==> config.mk <==
export PLATFORM = sky130hd
export DESIGN_NAME = hd44780_driver
export DESIGN_NICKNAME = d
export VERILOG_FILES = /design/src/rtl/hd44780_driver.sv
export SDC_FILE = /design/constraint.sdc
export NUM_CORES = 1
export LEC_CHECK = 0
export BUFFER_PORTS_ARGS = -buffer_cell sky130_fd_sc_hd__buf_4
export CAP_MARGIN = 5
export CORE_MARGIN = 4
export CORE_UTILIZATION = 36
export CTS_BUF_LIST = sky130_fd_sc_hd__clkbuf_8
export CTS_CLUSTER_DIAMETER = 80
export DETAILED_ROUTE_END_ITERATION = 16
export GPL_ROUTABILITY_DRIVEN = 0
export PLACE_DENSITY = 0.49
export SLEW_MARGIN = 10
export SYNTH_ARGS = -nofsm -noshare
export SYNTH_HDL_FRONTEND = slang
export SYNTH_SLANG_ARGS = --single-unit
==> constraint.sdc <==
create_clock -name clk -period 3.4 [get_ports clk]
set_clock_uncertainty 0.15 [all_clocks]
set_input_delay 0.68 -clock clk [delete_from_list [all_inputs] [get_ports clk]]
set_output_delay 0.68 -clock clk [all_outputs]
set_load 0.02 [all_outputs]
==> src/rtl/hd44780_driver.sv <==
`default_nettype none
// ============================================================================
// Module   : hd44780_driver
// Brief    : Write-only 8-bit HD44780 initialiser and fixed-message writer.
//            Optional second line enabled by defining HD44780_LINE2_EN.
// Revision : 1.0 - initial release
// ============================================================================

module hd44780_driver #(
    parameter int US_DIV = 1,
    parameter int POR_US = 15000
) (
    input  logic       clk,
    input  logic       rst_n,
    output logic       lcd_rs,
    output logic       lcd_rw,
    output logic       lcd_clk,
    output logic [7:0] lcd_data
);

    localparam int c_por_cyc = POR_US * US_DIV;
    localparam int c_cnt_w   = (c_por_cyc >= (1 << 24)) ? $clog2(c_por_cyc + 1) : 24;

`ifdef HD44780_LINE2_EN
    localparam logic [5:0] c_last_idx = 6'd33;
`else
    localparam logic [5:0] c_last_idx = 6'd20;
`endif

    // POR spans the reset interval plus POR_US*US_DIV edges, so the first
    // SETUP lands on cycle POR_US*US_DIV counted from the first edge.
    localparam logic [c_cnt_w-1:0] c_por_last = c_cnt_w'(c_por_cyc);
    localparam logic [c_cnt_w-1:0] c_us_last  = c_cnt_w'(US_DIV - 1);
    localparam logic [c_cnt_w-1:0] c_us_div   = c_cnt_w'(US_DIV);
    localparam logic [12:0]        c_d40      = 13'd40;

    typedef enum logic [2:0] {
        S_POR   = 3'd0,
        S_SETUP = 3'd1,
        S_EHIGH = 3'd2,
        S_WAIT  = 3'd3,
        S_DONE  = 3'd4
    } state_t;

    // ROM entry layout: {rs, data[7:0], post-delay_us[12:0]}
    function automatic logic [21:0] ins(input logic [7:0] b, input logic [12:0] d);
        return {1'b0, b, d};
    endfunction

    function automatic logic [21:0] chr(input logic [7:0] c);
        return {1'b1, c, c_d40};
    endfunction

    function automatic logic [21:0] rom_entry(input logic [5:0] idx);
        logic [21:0] e;
        e = '0;
        case (idx)
            6'd0:  e = ins(8'h30, 13'd4100);
            6'd1:  e = ins(8'h30, 13'd100);
            6'd2:  e = ins(8'h30, c_d40);
            6'd3:  e = ins(8'h38, c_d40);
            6'd4:  e = ins(8'h08, c_d40);
            6'd5:  e = ins(8'h01, 13'd1640);
            6'd6:  e = ins(8'h06, c_d40);
            6'd7:  e = ins(8'h0C, c_d40);
            6'd8:  e = chr("H");
            6'd9:  e = chr("e");
            6'd10: e = chr("l");
            6'd11: e = chr("l");
            6'd12: e = chr("o");
            6'd13: e = chr(",");
            6'd14: e = chr(" ");
            6'd15: e = chr("i");
            6'd16: e = chr("C");
            6'd17: e = chr("E");
            6'd18: e = chr("4");
            6'd19: e = chr("0");
            6'd20: e = chr("!");
`ifdef HD44780_LINE2_EN
            6'd21: e = ins(8'hC0, c_d40);
            6'd22: e = chr("H");
            6'd23: e = chr("D");
            6'd24: e = chr("4");
            6'd25: e = chr("4");
            6'd26: e = chr("7");
            6'd27: e = chr("8");
            6'd28: e = chr("0");
            6'd29: e = chr(" ");
            6'd30: e = chr("d");
            6'd31: e = chr("e");
            6'd32: e = chr("m");
            6'd33: e = chr("o");
`endif
            default: e = '0;
        endcase
        return e;
    endfunction

    state_t              r_state;
    logic [c_cnt_w-1:0]  r_cnt;
    logic [5:0]          r_idx;
    logic [12:0]         r_dly;

    logic [5:0]          w_sel_idx;
    logic [21:0]         w_ent;
    logic [c_cnt_w-1:0]  w_wait_last;

    // POR fetches entry 0; WAIT prefetches the entry that the next SETUP drives.
    assign w_sel_idx   = (r_state == S_POR) ? r_idx : (r_idx + 6'd1);
    assign w_ent       = rom_entry(w_sel_idx);
    assign w_wait_last = (c_cnt_w'(r_dly) * c_us_div) - c_cnt_w'(1);

    assign lcd_rw = 1'b0;

    always_ff @(posedge clk or negedge rst_n) begin
        if (!rst_n) begin
            r_state  <= S_POR;
            r_cnt    <= '0;
            r_idx    <= '0;
            r_dly    <= '0;
            lcd_rs   <= 1'b0;
            lcd_clk  <= 1'b0;
            lcd_data <= 8'h00;
        end else begin
            case (r_state)
                S_POR: begin
                    if (r_cnt == c_por_last) begin
                        r_cnt    <= '0;
                        r_state  <= S_SETUP;
                        lcd_rs   <= w_ent[21];
                        lcd_data <= w_ent[20:13];
                        r_dly    <= w_ent[12:0];
                    end else begin
                        r_cnt <= r_cnt + c_cnt_w'(1);
                    end
                end
                S_SETUP: begin
                    if (r_cnt == c_us_last) begin
                        r_cnt   <= '0;
                        r_state <= S_EHIGH;
                        lcd_clk <= 1'b1;
                    end else begin
                        r_cnt <= r_cnt + c_cnt_w'(1);
                    end
                end
                S_EHIGH: begin
                    if (r_cnt == c_us_last) begin
                        r_cnt   <= '0;
                        r_state <= S_WAIT;
                        lcd_clk <= 1'b0;
                    end else begin
                        r_cnt <= r_cnt + c_cnt_w'(1);
                    end
                end
                S_WAIT: begin
                    if (r_cnt == w_wait_last) begin
                        r_cnt <= '0;
                        if (r_idx == c_last_idx) begin
                            r_state <= S_DONE;
                        end else begin
                            r_idx    <= r_idx + 6'd1;
                            r_state  <= S_SETUP;
                            lcd_rs   <= w_ent[21];
                            lcd_data <= w_ent[20:13];
                            r_dly    <= w_ent[12:0];
                        end
                    end else begin
                        r_cnt <= r_cnt + c_cnt_w'(1);
                    end
                end
                S_DONE: begin
                    lcd_clk <= 1'b0;
                end
                default: begin
                    r_state <= S_POR;
                    r_cnt   <= '0;
                    lcd_clk <= 1'b0;
                end
            endcase
        end
    end

endmodule

`default_nettype wire

==> qor.txt <==
Setup TNS: 0 ps
Vias in the first global route: 2822
Worst-path cell chain: nor4_1 > nor4b_4 > mux2i_2 > nor4_4 > o22a_1 > buf_4 > o21ai_0 > a21o_1
PostCTS Resize Cnt: 0
Setup Buffers After CTS: 0
Most common cell after layout, fill and taps aside: dfrtp_1
Slew margin rel.: 45.3%
Drt drc: 0
CP peak stage delay: 520 ps
Synth Area in Adders: 5.22%
Status: finished, final reports clean
Pleak: 0.00169 uW
Clock slew at reported path FFs: 100 ps
Via count: 2820
EDFF count, synth: 0
DR pass1 iterations: 4
Internal reg-to-reg setup slack: 360 ps
Min cycle time layout: 3040 ps
DP HPWL: 5.58 mm
Synth area leaders: dfrtp_1 36%, ha_1 5.2%, o21ai_0 4.5%
WS Path Type: reg2reg
Final WL: 8.06 mm
VDD IR max: 0.152 mV
Mux contribution to synthesized area: 1.04%
Final Hold Vio Count: 0
Post-Syn Area: 3350 sq um
Initial Util: 37.7%
Ant diodes: 0
Setup slack after placement: 261 ps
Layout cell share with drive strength beyond 1: 9.62%
Critical Path RT: 3450 ps
Slew at the pin closest to its max-slew limit: 820 ps
Compound-gate portion of the synthesized area: 19.7%
I/O Buffers: 10
Max Clk Rate: 329 MHz
I/O pin count: 13
Reg2reg end: r_cnt[14]
Power per cell area: 266 nW/um^2
Post-route worst setup slack: 364 ps
Layout area overhead: 7.09%
CP Capture Type: register
Worst path bufs/invs: 1
Starting DRT DRC Count: 98
Setup violations, final: 0
RSZ-0062 raised after global routing: no
Clock Latency Late Sink: 310 ps
Path depth of the worst reg2reg path: 8
CTS Root Cell: clkbuf_8
Initial antenna violation count: 0
Total grt overflow: 0
Worst r2r src: r_cnt[14]
DIE HEIGHT: 105 microns
Top_reg_cell synth: dfrtp_1
Via-to-Cell Ratio: 5.61
Netlist cell types: 55
Clock Tree Buf Depth: 2
Die X: 105 microns
Syn Area/Cell: 8.49 sq um
Largest family of logic cells by synthesized area: simple AND/OR/NAND/NOR gates
Share of the synthesized area in the top cell type: 35.8%
Nets: 410
Cells after Synth: 395
CP Max Fanout: 30
Sinks on Clock Net: 48
Commonest cells after routing, fill and taps aside: 48 x dfrtp_1, 35 x nand2_1, 30 x o21ai_0
First-pass GRT wire length: 14.0 mm
FF+latch count, synth: 48
Hold buffers post-CTS: 0
Routed len/inst: 16.0 microns
Simple-gate share of the synthesized area: 25.1%
Worst EP arrival: 3090 ps
Die area: 10900 sq um
Startpoint Class: register
H-tree levels: 2
Final period util: 89.3%
Yosys warns: 0
CTS buffer count: 5
CTS tree: built
Final antenna-violating net count: 0
Worst Hold Class: in2async
Final Slew Violations: 0
Post-synthesis sequential area ratio: 35.8%
Slowest cell on the critical path: nor4_1
Num rows: 34
Post-synthesis xor/xnor area fraction: 6.79%
Maxcap violations: 0
Top delay family on crit path: simple AND/OR/NAND/NOR gates
Core footprint: 8890 sq um
Tot GR Track Use: 15.2%
Post-synth top area cell: dfrtp_1
Largest net degree at the start of global routing: 49
Post-synthesis async set-or-reset flop share: 100%
registers in the layout (all words and copies together), names as in the netlist:
| name | cells |
|---|---|
| r_state | 3 |
| r_idx | 6 |
| lcd_data | 7 |
| lcd_clk | 1 |
| lcd_rs | 1 |
| r_dly | 6 |
| r_cnt | 24 |
stage by stage:
step | total power, uW | instance area [sq um] | util [%] | std cells | hold slack, ps
global route | 997 | 3590 | 40.4 | 503 | 298
finish | 954 | 3590 | 40.4 | 503 | 240
detailed placement | 597 | 3500 | 39.3 | 495 | 320
CTS | 973 | 3590 | 40.4 | 503 | 274
global placement | 597 | 3500 | 39.3 | 495 | 318
floorplan | 586 | 3360 | - | 396 | 234
report_power, final:
group | switching (uW) | internal, uW
logic | 13.3 | 0.739
registers | 0 | 570
clock network | 206 | 163
total | 220 | 734
logic make-up after synthesis:
family,after synthesis
AO/OA/AOI/OAI,101
buffers and inverters,48
AND/OR/NAND/NOR,154
XOR/XNOR,26
other,1
multiplexers,3
adder cells (fa/ha/maj),14
flip-flops,48
Yosys cell counts, drive strengths merged, types with 3 or more instances:
library cell  instances
dfrtp                48
ha                   14
or4                   3
nor3                 13
a21oi                27
o31ai                 8
nand2b                5
nand3                14
buf                   7
xor2                 16
and3                  7
xnor2                10
nor4                 11
o21ai                33
nand3b                4
a311oi                4
or3                  13
nand2                35
a21o                 12
inv                  22
nand4                 8
or2                   3
nor2                 27
nor3b                 5
clkbuf               19
metal layers:
metal	track usage (%)	vias up	wire [microns]
met3	1.99	7	191
met5	0	-	0
met4	4.27	0	79
met2	25.3	34	3850
li1	-	1402	-
met1	20.7	1377	3940
worst max path at each step:
stage	start	endpoint	slack (ps)	cells past startpoint
6_report	r_cnt[14]	r_cnt[14]	360	8
3_5_place_dp	r_cnt[14]	lcd_data[5]	260	6
4_1_cts	r_cnt[14]	r_cnt[14]	300	8
3_3_place_gp	r_cnt[14]	lcd_data[5]	390	6
2_1_floorplan	r_state[1]	lcd_data[2]	430	8
5_1_grt	r_cnt[15]	lcd_data[5]	60	6
layout make-up:
class	count	area, sq um
Sequential cell	48	1200
Multi-Input combinational cell	300	1950
Inverter	22	82.6
Tap cell	108	135
Timing Repair Buffer	17	128
Fill cell	912	5300
Clock inverter	2	11.3
Clock buffer	6	82.6
No activity file was read; power rests on OpenSTA's default activity.
